<file path="src/rtl/tt_sel_seq.sv">
// Design-selection and power sequencer: synchronises the control pads,
// steps the selection address and sequences power-gate and enable.
module tt_sel_seq #(
  parameter int N_SEL = 512,
  parameter int SYNC_STAGES = 2,
  parameter int PU_DLY = 16,
  parameter int PD_DLY = 4,
  localparam int AW = $clog2(N_SEL)
) (
  input  logic          clk,
  input  logic          rst,
  input  logic          pad_sel_rst_n,
  input  logic          pad_sel_inc,
  input  logic          pad_ena,
  output logic [AW-1:0] sel_addr,
  output logic          um_pg_vdd,
  output logic          um_ena,
  output logic          busy,
  output logic          err_inc_busy
);

  localparam int MAXD = (PU_DLY > PD_DLY) ? PU_DLY : PD_DLY;
  localparam int CW = (MAXD > 1) ? $clog2(MAXD) : 1;
  localparam logic [CW-1:0] PU_LD = CW'(PU_DLY - 1);
  localparam logic [CW-1:0] PD_LD = CW'(PD_DLY - 1);
  localparam logic [AW-1:0] ADDR_MAX = AW'(N_SEL - 1);

  typedef enum logic [1:0] {
    IDLE,
    PWR_UP,
    ACTIVE,
    PWR_DN
  } state_e;

  logic [SYNC_STAGES-1:0] ena_sync_q, ena_sync_d;
  logic [SYNC_STAGES-1:0] srn_sync_q, srn_sync_d;
  logic [SYNC_STAGES-1:0] inc_sync_q, inc_sync_d;
  logic ena_s_q, ena_s_d;
  logic srn_s_q, srn_s_d;
  logic inc_last_q, inc_last_d;
  logic inc_p_q, inc_p_d;

  state_e state_q, state_d;
  logic [CW-1:0] cnt_q, cnt_d;
  logic [AW-1:0] addr_q, addr_d;
  logic pg_q, pg_d;
  logic en_q, en_d;
  logic busy_q, busy_d;
  logic err_q, err_d;

  logic sel_rst;
  logic abort;

  always_comb begin
    ena_sync_d = {ena_sync_q[SYNC_STAGES-2:0], pad_ena};
    srn_sync_d = {srn_sync_q[SYNC_STAGES-2:0], pad_sel_rst_n};
    inc_sync_d = {inc_sync_q[SYNC_STAGES-2:0], pad_sel_inc};
    ena_s_d = ena_sync_q[SYNC_STAGES-1];
    srn_s_d = srn_sync_q[SYNC_STAGES-1];
    inc_last_d = inc_sync_q[SYNC_STAGES-1];
    inc_p_d = inc_sync_q[SYNC_STAGES-1] & ~inc_last_q;
  end

  assign sel_rst = ~srn_s_q;
  assign abort = ~ena_s_q | sel_rst;

  // Increments are only honoured in IDLE so the address is stable while powered.
  always_comb begin
    addr_d = addr_q;
    err_d = err_q;
    if (sel_rst) begin
      addr_d = '0;
    end else if (inc_p_q) begin
      if (state_q == IDLE) begin
        addr_d = (addr_q == ADDR_MAX) ? '0 : addr_q + 1'b1;
      end else begin
        err_d = 1'b1;
      end
    end
  end

  always_comb begin
    state_d = state_q;
    cnt_d = cnt_q;
    unique case (state_q)
      IDLE: begin
        if (ena_s_q && !sel_rst) begin
          state_d = PWR_UP;
          cnt_d = PU_LD;
        end
      end
      PWR_UP: begin
        if (abort) begin
          state_d = PWR_DN;
          cnt_d = PD_LD;
        end else if (cnt_q == '0) begin
          state_d = ACTIVE;
        end else begin
          cnt_d = cnt_q - 1'b1;
        end
      end
      ACTIVE: begin
        if (abort) begin
          state_d = PWR_DN;
          cnt_d = PD_LD;
        end
      end
      PWR_DN: begin
        if (cnt_q == '0) begin
          state_d = IDLE;
        end else begin
          cnt_d = cnt_q - 1'b1;
        end
      end
      default: begin
        state_d = IDLE;
        cnt_d = '0;
      end
    endcase
    pg_d = (state_d != IDLE);
    en_d = (state_d == ACTIVE);
    busy_d = (state_d != IDLE);
  end

  always_ff @(posedge clk) begin
    if (rst) begin
      ena_sync_q <= '0;
      srn_sync_q <= '0;
      inc_sync_q <= '0;
      ena_s_q <= 1'b0;
      srn_s_q <= 1'b0;
      inc_last_q <= 1'b0;
      inc_p_q <= 1'b0;
      state_q <= IDLE;
      cnt_q <= '0;
      addr_q <= '0;
      pg_q <= 1'b0;
      en_q <= 1'b0;
      busy_q <= 1'b0;
      err_q <= 1'b0;
    end else begin
      ena_sync_q <= ena_sync_d;
      srn_sync_q <= srn_sync_d;
      inc_sync_q <= inc_sync_d;
      ena_s_q <= ena_s_d;
      srn_s_q <= srn_s_d;
      inc_last_q <= inc_last_d;
      inc_p_q <= inc_p_d;
      state_q <= state_d;
      cnt_q <= cnt_d;
      addr_q <= addr_d;
      pg_q <= pg_d;
      en_q <= en_d;
      busy_q <= busy_d;
      err_q <= err_d;
    end
  end

  assign sel_addr = addr_q;
  assign um_pg_vdd = pg_q;
  assign um_ena = en_q;
  assign busy = busy_q;
  assign err_inc_busy = err_q;

endmodule

</file>
<file path="config.mk">
export PLATFORM = sky130hd
export DESIGN_NAME = tt_sel_seq
export DESIGN_NICKNAME = d
export VERILOG_FILES = /design/src/rtl/tt_sel_seq.sv
export SDC_FILE = /design/constraint.sdc
export NUM_CORES = 1
export LEC_CHECK = 0
export BUFFER_PORTS_ARGS = -buffer_cell sky130_fd_sc_hd__buf_2
export CORE_MARGIN = 1.5
export CORE_UTILIZATION = 58
export DETAILED_ROUTE_END_ITERATION = 8
export GPL_TIMING_DRIVEN = 0
export PLACE_DENSITY = 0.93
export SYNTH_ARGS = -nofsm -noshare
export SYNTH_HDL_FRONTEND = slang
export SYNTH_SLANG_ARGS = --single-unit
</file>
<file path="constraint.sdc">
create_clock -name clk -period 2.4 [get_ports clk]
set_input_delay 0 -clock clk [delete_from_list [all_inputs] [get_ports clk]]
set_output_delay 0 -clock clk [all_outputs]
set_load 0.01 [all_outputs]
</file>
==> impl_metrics.yaml <==
yosys:
  synth.net_count: 124
  ys_seq_area_share_pct: 49.4
  synthCells: 116
  synth_area_leaders: "dfxtp_1 49%, nor2b_1 6.1%, nor2_1 4.6%, mux2i_1 3.5%, ha_1 3.3%"
  syn_area_sq_um: 1130
  post-synth-top-area-cell: "dfxtp_1"
  synth.top_cell.area_share_pct: 49.4
  synth_top_flop_cell: "dfxtp_1"
  synth_edf_count: 0
  syn_avg_cell_area_sq_um: 9.77
  ys_warn_count: 0
  synthArstFlopShare_pct: 0
  ys_types: 34
  ys_ff_latch: 28
critical_path:
  crit_buf_inv: 1
  path_depth: 6
  crit_required_ns: 2.67
  rr_startpoint: "cnt_q[0]$_SDFFE_PP0P_"
  r2r_slack_ns: 0.68
  critical_path.endpoint_type: "register"
  arrival_ns: 1.99
  cpMaxStageDelayCell: "dfxtp_1"
  cp_max_fo: 4
  endpoint: "cnt_q[1]$_SDFFE_PP0P_"
  rr_worst_depth: 6
  timing.rr.end: "cnt_q[1]$_SDFFE_PP0P_"
  startpoint: "cnt_q[0]$_SDFFE_PP0P_"
  critPathKind: "reg2reg"
  max_stage_delay_ns: 0.34
  startpoint_type: "register"
  crit_family: "simple AND/OR/NAND/NOR gates"
  worstPathCellList: "inv_1, ha_1, nor3b_2, nand2b_1, mux2_2, a21oi_1"
place:
  dp_hpwl_um: 1510
  gp_congestion: 0.857
  dp.cells: 158
  port_buffers: 17
sta:
  tns_ns: 0
  setup_violations: 0
  finalCritPeriodShare_pct: 71.6
  finalClockSkew_ns: 0.00608
  drv_slew: 0
  rsz0062_at_grt: "no"
  clock.fmax_mhz: 582
  final-hold-violation-count: 0
  timing.slew.headroom_pct: 70.3
  hold_slack_ns: 0.401
  period_needed_ns: 1.72
  worst_slew_pin_slew_ns: 0.446
pwr:
  p_comb_share_pct: 29.1
  p_clk_share_pct: 25.6
  power_density_nw_per_um2: 899
  p_leak_nw: 0.556
  p_int_uw: 846
  swShare_pct: 29.9
  pwr-share-seq_pct: 45.2
  p_switching_uw: 361
  peakVddDrop_v: 0.000640
floorplanning:
  coreArea_sq_um: 1780
  floorplan.initialDensity_pct: 63.6
  die_area_sq_um: 2230
  die_h_um: 47.2
  die_x_um: 47.2
  io_pins: 18
  num_rows: 15
route:
  num_vias: 890
  post-route-drc-count: 0
  drtIter0Drc: 25
  via_per_inst: 5.36
  first_pass_iters: 4
  drt-total-wl_um: 2110
  wire_per_inst_um: 12.7
  antenna_left: 0
clock_network:
  clock_sinks: 28
  clock_path_buffers: 2
  postCtsSetupRepairBufs: 0
  cts_tree: "done"
  cts.repair.resized: 0
  clock_latency_ns: 0.33
  numCtsBuffers: 3
  cts-root-buf: "clkbuf_4"
  h-tree-depth: 1
  clk_pin_slew_ns: 0.15
final_layout:
  drive_gt1_share_pct: 19.1
  final_cell_count_no_fill: 166
  finalNetCount: 150
  syn_to_final_growth_pct: 18.4
  post-route-util_pct: 75.3
  diodes: 0
global_route:
  grt_pass1_vias: 802
  antenna_found_initial: 0
  grt_use_total_pct: 21.3
  grt_max_degree: 17
  grt_overflow: 0
  grt_pass1_wl_um: 3280
job:
  drv_cap: 0
run_status:
  status: "completed"
worst_hold_path:
  hold_class: "reg2reg"
  hold_depth: 1
-- cell usage in the layout (no fill, tap or decap), types with 2 or more instances in the layout --
master / instances
nor2_1: 14
a31oi_1: 2
mux2i_1: 4
dfxtp_1: 28
nand2b_1: 3
o21a_1: 2
o21ai_0: 4
nand4_1: 4
dlygate4sd3_1: 4
buf_2: 18
xor2_1: 3
clkbuf_4: 3
nor2b_1: 11
nand2_1: 4
a21oi_1: 7
nor3_1: 3
xnor2_1: 4
ha_1: 3
inv_1: 2
-- through the flow --
step,area [sq um],setup WS [ns],power [mW]
global route,1340,0.582,1.27
floorplan,1130,0.915,0.827
global placement,1250,0.792,0.882
CTS,1340,0.669,1.21
detailed placement,1250,0.727,0.898
finish,1340,0.681,1.21
-- what timing repair did --
action                                  CTS  global route
endpoints found under the setup margin    0             0
hold buffers                              4             0
endpoints found under the hold margin     7             0
-- metal layers --
metal	vias up	GRT usage [%]	routed length (um)
met1	410	24.8	920
li1	448	-	-
met5	-	0	0
met4	0	9.44	27
met3	4	5.77	92
met2	28	36.4	1070
-- cell usage after synthesis (all sizes together), types with 2 or more instances --
master,n
dfxtp,28
a31oi,2
nor3b,2
a21oi,7
nand4,4
ha,3
nand2b,3
mux2i,4
xnor2,4
o21a,2
nor2b,11
o21ai,4
nand2,4
nor2,14
xor2,3
nor3,3
buf,3
inv,2
-- registers in the layout, indices dropped and copies added (netlist names) --
register,count
busy,1
cnt_q,4
ena_s_q,1
ena_sync_q,2
err_inc_busy,1
inc_last_q,1
inc_p_q,1
inc_sync_q,2
sel_addr,9
srn_s_q,1
srn_sync_q,2
state_q,2
um_ena,1
-- cell families after synthesis --
| logic type | after synthesis | share of synthesized area, % |
|---|---|---|
| AO/OA/AOI/OAI | 20 | 10.9 |
| XOR/XNOR | 7 | 5.41 |
| adder cells (fa/ha/maj) | 3 | 3.31 |
| buffers and inverters | 6 | 3.09 |
| flip-flops | 28 | 49.4 |
| multiplexers | 5 | 4.53 |
| AND/OR/NAND/NOR | 47 | 23.3 |
-- final cells by class --
| class | count | area (sq um) |
|---|---|---|
| Buffer | 4 | 27.5 |
| Tap cell | 25 | 31.3 |
| Clock buffer | 3 | 22.5 |
| Sequential cell | 28 | 561 |
| Timing Repair Buffer | 21 | 125 |
| Clock inverter | 1 | 30.0 |
| Multi-Input combinational cell | 82 | 538 |
| Inverter | 2 | 7.51 |
| Fill cell | 110 | 440 |
-- power by group through the flow --
stage	Clock [mW]	Combinational, mW	Sequential [mW]
floorplan	0	0.273	0.554
global placement	0	0.327	0.555
detailed placement	0	0.340	0.557
CTS	0.308	0.351	0.547
global route	0.320	0.396	0.553
finish	0.309	0.352	0.546
-- worst min path at each step --
stage / start / end / slack, ns
after detailed placement: pad_ena / ena_sync_q[0]$_SDFF_PP0_ / 0.21
final: inc_last_q$_SDFF_PP0_ / inc_p_q$_SDFF_PP0_ / 0.40
after global placement: pad_ena / ena_sync_q[0]$_SDFF_PP0_ / 0.21
after floorplan: rst / ena_s_q$_SDFF_PP0_ / 0.07
after global routing: inc_last_q$_SDFF_PP0_ / inc_p_q$_SDFF_PP0_ / 0.42
after CTS: pad_ena / ena_sync_q[0]$_SDFF_PP0_ / 0.40
-- worst reg2reg max path, cell delays in order, from the launching register on --
cell and delay, ns:
dfxtp_1 0.34, inv_1 0.08, ha_1 0.21, nor3b_2 0.32, nand2b_1 0.22, mux2_2 0.35
a21oi_1 0.13
Note: power is estimated with default switching activity, not from simulation.
